`src/rtl/cmsdk_mcu_mtx4x2_ip_pkg.sv`:
```
// Shared matrix definitions: HTRANS codes, input-stage FSM encodings and the
// address/control bundle captured while a transfer waits for arbitration.
package cmsdk_mcu_mtx4x2_ip_pkg;

  localparam logic [1:0] HTRANS_IDLE   = 2'b00;
  localparam logic [1:0] HTRANS_BUSY   = 2'b01;
  localparam logic [1:0] HTRANS_NONSEQ = 2'b10;
  localparam logic [1:0] HTRANS_SEQ    = 2'b11;

  localparam logic [1:0] ST_IDLE = 2'b00;
  localparam logic [1:0] ST_PEND = 2'b01;
  localparam logic [1:0] ST_DATA = 2'b10;

  typedef struct packed {
    logic        sel;
    logic [31:0] addr;
    logic [2:0]  auser;
    logic [1:0]  trans;
    logic        write;
    logic [2:0]  size;
    logic [2:0]  burst;
    logic [3:0]  prot;
    logic [3:0]  master;
    logic        mastlock;
  } addr_ctrl_t;

  // A held SEQ may have lost bus ownership to another master, so it restarts as NONSEQ.
  function automatic logic [1:0] held_trans(input logic [1:0] trans);
    return (trans == HTRANS_SEQ) ? HTRANS_NONSEQ : trans;
  endfunction

endpackage

```
`src/rtl/cmsdk_mcu_mtx4x2_ip_if.sv`:
```
// Bus bundle between one AHB slave port of the matrix and its output stages.
interface cmsdk_mcu_mtx4x2_ip_if;

  logic        HSELS;
  logic [31:0] HADDRS;
  logic [2:0]  HAUSERS;
  logic [1:0]  HTRANSS;
  logic        HWRITES;
  logic [2:0]  HSIZES;
  logic [2:0]  HBURSTS;
  logic [3:0]  HPROTS;
  logic [3:0]  HMASTERS;
  logic        HMASTLOCKS;
  logic        HREADYS;
  logic        HREADYOUTS;
  logic        HRESPS;

  logic        sel_ip;
  logic [31:0] addr_ip;
  logic [2:0]  auser_ip;
  logic [1:0]  trans_ip;
  logic        write_ip;
  logic [2:0]  size_ip;
  logic [2:0]  burst_ip;
  logic [3:0]  prot_ip;
  logic [3:0]  master_ip;
  logic        mastlock_ip;
  logic        held_tran_ip;
  logic        active_ip;
  logic        readyout_ip;
  logic        resp_ip;

  modport slave (
    input  HSELS, HADDRS, HAUSERS, HTRANSS, HWRITES, HSIZES,
    input  HBURSTS, HPROTS, HMASTERS, HMASTLOCKS, HREADYS,
    output HREADYOUTS, HRESPS,
    output sel_ip, addr_ip, auser_ip, trans_ip, write_ip, size_ip,
    output burst_ip, prot_ip, master_ip, mastlock_ip, held_tran_ip,
    input  active_ip, readyout_ip, resp_ip
  );

  modport master (
    output HSELS, HADDRS, HAUSERS, HTRANSS, HWRITES, HSIZES,
    output HBURSTS, HPROTS, HMASTERS, HMASTLOCKS, HREADYS,
    input  HREADYOUTS, HRESPS,
    input  sel_ip, addr_ip, auser_ip, trans_ip, write_ip, size_ip,
    input  burst_ip, prot_ip, master_ip, mastlock_ip, held_tran_ip,
    output active_ip, readyout_ip, resp_ip
  );

endinterface

```
`src/rtl/cmsdk_mcu_mtx4x2_ip.sv`:
```
// Matrix input stage: holds a slave-port address phase until an output stage
// grants it, and routes the granted stage's ready/response back to the master.
module cmsdk_mcu_mtx4x2_ip
  import cmsdk_mcu_mtx4x2_ip_pkg::*;
(
  input  logic                  HCLK,
  input  logic                  HRESETn,
  cmsdk_mcu_mtx4x2_ip_if.slave  bus
);

  logic [1:0] state;
  logic [1:0] state_nxt;
  addr_ctrl_t live;
  addr_ctrl_t hold;
  addr_ctrl_t out;
  logic       new_tran;
  logic       held_tran;
  logic       accept;
  logic       capture;

  always_comb begin
    live.sel      = bus.HSELS;
    live.addr     = bus.HADDRS;
    live.auser    = bus.HAUSERS;
    live.trans    = bus.HTRANSS;
    live.write    = bus.HWRITES;
    live.size     = bus.HSIZES;
    live.burst    = bus.HBURSTS;
    live.prot     = bus.HPROTS;
    live.master   = bus.HMASTERS;
    live.mastlock = bus.HMASTLOCKS;
  end

  // HTRANSS is ignored while a data phase is wait-stated.
  assign new_tran  = bus.HSELS & bus.HTRANSS[1] & bus.HREADYS &
                     ~((state == ST_DATA) & ~bus.readyout_ip);
  assign held_tran = (state == ST_PEND) | new_tran;
  assign accept    = held_tran & bus.active_ip & bus.readyout_ip;
  assign capture   = new_tran & ~accept & (state != ST_PEND);

  always_comb begin
    state_nxt = state;
    case (state)
      ST_IDLE: begin
        if (new_tran) state_nxt = accept ? ST_DATA : ST_PEND;
      end
      ST_PEND: begin
        if (accept) state_nxt = ST_DATA;
      end
      ST_DATA: begin
        if (bus.readyout_ip) begin
          if (new_tran) state_nxt = accept ? ST_DATA : ST_PEND;
          else          state_nxt = ST_IDLE;
        end
      end
      default: state_nxt = ST_IDLE;
    endcase
  end

  always_ff @(posedge HCLK or negedge HRESETn) begin
    if (!HRESETn) state <= ST_IDLE;
    else          state <= state_nxt;
  end

  always_ff @(posedge HCLK or negedge HRESETn) begin
    if (!HRESETn)     hold <= '0;
    else if (capture) hold <= live;
  end

  always_comb begin
    out = live;
    if (state == ST_PEND) begin
      out       = hold;
      out.trans = held_trans(hold.trans);
    end
  end

  assign bus.sel_ip       = out.sel;
  assign bus.addr_ip      = out.addr;
  assign bus.auser_ip     = out.auser;
  assign bus.trans_ip     = out.trans;
  assign bus.write_ip     = out.write;
  assign bus.size_ip      = out.size;
  assign bus.burst_ip     = out.burst;
  assign bus.prot_ip      = out.prot;
  assign bus.master_ip    = out.master;
  assign bus.mastlock_ip  = out.mastlock;
  assign bus.held_tran_ip = held_tran;

  always_comb begin
    bus.HREADYOUTS = 1'b1;
    bus.HRESPS     = 1'b0;
    case (state)
      ST_PEND: bus.HREADYOUTS = 1'b0;
      ST_DATA: begin
        bus.HREADYOUTS = bus.readyout_ip;
        bus.HRESPS     = bus.resp_ip;
      end
      default: ;
    endcase
  end

endmodule
```
`src/flat_wrapper.sv`:
```
// flat-port wrapper written by rule: the top's interface ports become plain ports
module cmsdk_mcu_mtx4x2_ip_flat import cmsdk_mcu_mtx4x2_ip_pkg::*;
  (HCLK, HRESETn, bus_HSELS, bus_HADDRS, bus_HAUSERS, bus_HTRANSS, bus_HWRITES, bus_HSIZES, bus_HBURSTS, bus_HPROTS, bus_HMASTERS, bus_HMASTLOCKS, bus_HREADYS, bus_HREADYOUTS, bus_HRESPS, bus_sel_ip, bus_addr_ip, bus_auser_ip, bus_trans_ip, bus_write_ip, bus_size_ip, bus_burst_ip, bus_prot_ip, bus_master_ip, bus_mastlock_ip, bus_held_tran_ip, bus_active_ip, bus_readyout_ip, bus_resp_ip);
  cmsdk_mcu_mtx4x2_ip_if bus_i ();
  input  logic HCLK;
  input  logic HRESETn;
  input wire logic [$bits(bus_i.HSELS)-1:0] bus_HSELS;
  input wire logic [$bits(bus_i.HADDRS)-1:0] bus_HADDRS;
  input wire logic [$bits(bus_i.HAUSERS)-1:0] bus_HAUSERS;
  input wire logic [$bits(bus_i.HTRANSS)-1:0] bus_HTRANSS;
  input wire logic [$bits(bus_i.HWRITES)-1:0] bus_HWRITES;
  input wire logic [$bits(bus_i.HSIZES)-1:0] bus_HSIZES;
  input wire logic [$bits(bus_i.HBURSTS)-1:0] bus_HBURSTS;
  input wire logic [$bits(bus_i.HPROTS)-1:0] bus_HPROTS;
  input wire logic [$bits(bus_i.HMASTERS)-1:0] bus_HMASTERS;
  input wire logic [$bits(bus_i.HMASTLOCKS)-1:0] bus_HMASTLOCKS;
  input wire logic [$bits(bus_i.HREADYS)-1:0] bus_HREADYS;
  output wire logic [$bits(bus_i.HREADYOUTS)-1:0] bus_HREADYOUTS;
  output wire logic [$bits(bus_i.HRESPS)-1:0] bus_HRESPS;
  output wire logic [$bits(bus_i.sel_ip)-1:0] bus_sel_ip;
  output wire logic [$bits(bus_i.addr_ip)-1:0] bus_addr_ip;
  output wire logic [$bits(bus_i.auser_ip)-1:0] bus_auser_ip;
  output wire logic [$bits(bus_i.trans_ip)-1:0] bus_trans_ip;
  output wire logic [$bits(bus_i.write_ip)-1:0] bus_write_ip;
  output wire logic [$bits(bus_i.size_ip)-1:0] bus_size_ip;
  output wire logic [$bits(bus_i.burst_ip)-1:0] bus_burst_ip;
  output wire logic [$bits(bus_i.prot_ip)-1:0] bus_prot_ip;
  output wire logic [$bits(bus_i.master_ip)-1:0] bus_master_ip;
  output wire logic [$bits(bus_i.mastlock_ip)-1:0] bus_mastlock_ip;
  output wire logic [$bits(bus_i.held_tran_ip)-1:0] bus_held_tran_ip;
  input wire logic [$bits(bus_i.active_ip)-1:0] bus_active_ip;
  input wire logic [$bits(bus_i.readyout_ip)-1:0] bus_readyout_ip;
  input wire logic [$bits(bus_i.resp_ip)-1:0] bus_resp_ip;
  assign bus_i.HSELS = bus_HSELS;
  assign bus_i.HADDRS = bus_HADDRS;
  assign bus_i.HAUSERS = bus_HAUSERS;
  assign bus_i.HTRANSS = bus_HTRANSS;
  assign bus_i.HWRITES = bus_HWRITES;
  assign bus_i.HSIZES = bus_HSIZES;
  assign bus_i.HBURSTS = bus_HBURSTS;
  assign bus_i.HPROTS = bus_HPROTS;
  assign bus_i.HMASTERS = bus_HMASTERS;
  assign bus_i.HMASTLOCKS = bus_HMASTLOCKS;
  assign bus_i.HREADYS = bus_HREADYS;
  assign bus_HREADYOUTS = bus_i.HREADYOUTS;
  assign bus_HRESPS = bus_i.HRESPS;
  assign bus_sel_ip = bus_i.sel_ip;
  assign bus_addr_ip = bus_i.addr_ip;
  assign bus_auser_ip = bus_i.auser_ip;
  assign bus_trans_ip = bus_i.trans_ip;
  assign bus_write_ip = bus_i.write_ip;
  assign bus_size_ip = bus_i.size_ip;
  assign bus_burst_ip = bus_i.burst_ip;
  assign bus_prot_ip = bus_i.prot_ip;
  assign bus_master_ip = bus_i.master_ip;
  assign bus_mastlock_ip = bus_i.mastlock_ip;
  assign bus_held_tran_ip = bus_i.held_tran_ip;
  assign bus_i.active_ip = bus_active_ip;
  assign bus_i.readyout_ip = bus_readyout_ip;
  assign bus_i.resp_ip = bus_resp_ip;
  cmsdk_mcu_mtx4x2_ip u_core (.HCLK(HCLK), .HRESETn(HRESETn), .bus(bus_i));
endmodule
```
`config.mk`:
```
export PLATFORM = sky130hd
export DESIGN_NAME = cmsdk_mcu_mtx4x2_ip_flat
export DESIGN_NICKNAME = d
export VERILOG_FILES = /design/src/rtl/cmsdk_mcu_mtx4x2_ip_pkg.sv /design/src/rtl/cmsdk_mcu_mtx4x2_ip_if.sv /design/src/rtl/cmsdk_mcu_mtx4x2_ip.sv /design/src/flat_wrapper.sv
export SDC_FILE = /design/constraint.sdc
export NUM_CORES = 1
export LEC_CHECK = 0
export ABC_AREA = 1
export CAP_MARGIN = 20
export CORE_ASPECT_RATIO = 1.1
export CORE_MARGIN = 3
export CORE_UTILIZATION = 25
export DETAILED_ROUTE_END_ITERATION = 16
export PLACE_DENSITY = 0.56
export RECOVER_POWER = 100
export SYNTH_ARGS = -nofsm -noshare
export SYNTH_HDL_FRONTEND = slang
export SYNTH_SLANG_ARGS = --single-unit
```
`constraint.sdc`:
```
create_clock -name HCLK -period 4.18 [get_ports HCLK]
set_input_delay 1.254 -clock HCLK [delete_from_list [all_inputs] [get_ports HCLK]]
set_output_delay 1.254 -clock HCLK [all_outputs]
set_load 0.02 [all_outputs]
```
==> flow_metrics.tcl <==
set metrics [dict create \
    multi_input_area_um2 1055 \
    cp.arrival_ns 2.76 \
    syn_to_final_growth_pct 49.62 \
    die_w_um 107.2 \
    nets 545 \
    num_antenna_cells 0 \
    synth.top_cell.area_share_pct 49.76 \
    rsz0062_at_grt "no" \
    ys_ff_latch 56 \
    synth-seq-area-share_pct 49.76 \
    status "complete, but fails checks" \
    htreeDepth 2 \
    start_kind "input pin" \
    ctsHoldBuffers 0 \
    critPathMaxStageDelay_ns 0.67 \
    crit_chain "clkdlybuf4s50_1 -> nand2_1 -> nor2_1 -> nand2_1 -> nand2_1 -> dlygate4sd3_1" \
    drtAntennaViolNets 0 \
    synth_area_leaders "dfrtp_1 (50%), nand2_1 (16%), o21ai_0 (13%), inv_1 (8.1%), o21ai_1 (5.9%)" \
    ys.flop_type "dfrtp_1" \
    io_buffer_count 116 \
    crit_top_cell "nand2_1" \
    min_from "u_core.hold[53]$_DFFE_PN0P_" \
    total_power_mw 2.526 \
    crit_fanout 3 \
    slew_headroom_pct -46.37 \
    synth_area_per_cell_um2 7.431 \
    first_global_vias 2576 \
    fin_setup_tns_ns 0 \
    synth_area_um2 2816 \
    cts_resized 0 \
    synth_edf_count 0 \
    ir_worst_vdd_mv 0.2335 \
    finalSetupViolations 0 \
    synth.most_common_cell "nand2_1" \
    finalHoldViolCount 0 \
    die_area_um2 12580 \
    final.min_clock_period_ns 4.016 \
    r2r_cells 6 \
    grtUsageTotal_pct 11.03 \
    grt_pass1_wl_mm 11.74 \
    crit_buf_inv 2 \
    antenna_found_initial 0 \
    r2r_end "u_core.hold[34]$_DFFE_PN0P_" \
    yosys.area.top_type "dfrtp_1" \
    fin_crit_sh_pct 96.07 \
    drc 0 \
    hold_path_class "register to register" \
    avgRoutedWirePerCell_um 10.73 \
    drt-vias-per-instance 4.167 \
    drtIter0Drc 91 \
    area.sequential_um2 1401 \
    cp-end-kind "output pin" \
    core-area_um2 10960 \
    grt-ovfl-total 0 \
    tightest_slew_ns 2.195 \
    violations "capacitance limit, slew limit" \
    cts_tree "built" \
    r2r-start "u_core.state[1]$_DFFE_PN0P_" \
    ff2ff_setup_slack_ns 1.31 \
    worstSkewPairLatency_ns 0.29 \
    power_density_nw_per_um2 599.5 \
    min_to "u_core.hold[53]$_DFFE_PN0P_" \
    cts.path.max_buffers 2 \
    skew_ns 0.004398 \
    total_leakage_power_nw 2.012 \
    synthArstFlopShare_pct 100.0 \
    syn_inst 379 \
    synth_warnings 0 \
    timing.fmax_ghz 0.2490 \
    grt_max_degree 108 \
    synth_nets 439 \
    start_util_pct 25.70 \
    fillCellCount 1138 \
    crit_type "input pin to output pin" \
    cts_root_buf "clkbuf_16" \
    cap_violations 1 \
    totalWireLength_mm 6.789 \
    place_congestion 0.7351 \
    rows 40 \
    post-cts-setup-buffers 0 \
    clk_pin_slew_ns 0.07 \
    hold_depth 2 \
    drv_slew 42 \
    ios 117 \
    layout-drive-gt1-share_pct 3.498 \
    clock-sinks 56 \
    dieHeight_um 117.3 \
    cp.required_ns 2.93 \
    critical_path.top_delay_family "buffers and inverters" \
    dp_hpwl_mm 4.844 \
    crit_slowest_cell "dlygate4sd3_1" \
    vias 2638 \
    firstDrtPassIters 5 \
    synth.top_cells.by_count "nand2_1 (118), o21ai_0 (73), inv_1 (61)" \
    path_depth 6 \
    cts_made_buffers 5 \
    ys_types 15 \
]
## final cells by class
type / count / area share (%)
Sequential cell: 56 / 33.25
Timing Repair Buffer: 121 / 28.21
Multi-Input combinational cell: 238 / 25.03
Inverter: 63 / 5.612
Tap cell: 147 / 4.365
Clock buffer: 6 / 3.296
Clock inverter: 2 / 0.2375
## power by group
part	internal (mW)	switching, mW	total, mW	leakage [nW]
clock	0.237	0.182	0.419	0.0766
combinational	0.498	0.695	1.19	1.24
sequential	0.780	0.135	0.915	0.693
## cells in the final DEF, fill, tap and decap left out
master	instances
clkinv_2	2
dfrtp_1	56
o21ai_0	105
dlygate4sd3_1	57
clkbuf_16	5
inv_1	61
clkbuf_8	1
buf_4	2
nor2_1	6
nand3_2	1
inv_2	2
and3_1	1
clkdlybuf4s50_1	58
clkbuf_4	2
nand3_1	4
nor2_4	2
nand2_1	118
clkbuf_1	2
o21ai_1	1
## how the worst max path moves through the flow
stage	start	to	slack (ns)
3_5_place_dp	bus_HSELS	bus_held_tran_ip	0.23
4_1_cts	bus_HSELS	bus_held_tran_ip	0.22
2_1_floorplan	bus_HADDRS[0]	bus_addr_ip[0]	1.15
5_1_grt	bus_HSELS	bus_held_tran_ip	0.08
6_report	bus_HSELS	bus_held_tran_ip	0.16
3_3_place_gp	bus_HSELS	bus_held_tran_ip	0.24
## registers in the layout, indices dropped and copies added, names as in the netlist
name and cells:
u_core.state 2, u_core.hold 54
## per-stage QoR
| step | instance area, µm² | instances | util [%] | hold WS (ns) | worst slack [ns] |
|---|---|---|---|---|---|
| after floorplan | 2816 | 379 | - | 0.4194 | 1.153 |
| after global placement | 4075 | 624 | 37.18 | 0.4413 | 0.2370 |
| after detailed placement | 4075 | 624 | 37.18 | 0.4449 | 0.2254 |
| after CTS | 4224 | 632 | 38.54 | 0.4616 | 0.2163 |
| after global routing | 4214 | 633 | 38.45 | 0.5086 | 0.07804 |
| final | 4214 | 633 | 38.45 | 0.4546 | 0.1642 |
## tightest hold or removal path: cells and delay by family (launching register included)
kind	cells	cell delay [ns]
flip-flops	1	0.32
buffers and inverters	1	0.04
AND/OR/NAND/NOR	1	0.06
## metal layers
metal	routed length [µm]	up-vias	share of wire, %	global-route usage (%)
met5	0	-	0	0
met4	43	0	0.63	2.398
li1	-	1379	-	-
met2	3165	81	47	18.08
met1	3088	1174	45	14.51
met3	491	4	7.2	3.027
## logic make-up (layout without fill, tap and decap cells)
| family | Yosys count | after routing | share of synthesized area (%) |
|---|---|---|---|
| and+or+nand+nor | 132 | 132 | 18.79 |
| AOI/OAI and AO/OA | 106 | 106 | 18.84 |
| buffers and inverters | 85 | 192 | 12.62 |
| DFF | 56 | 56 | 49.76 |
Power figures use the tool's default switching activity.
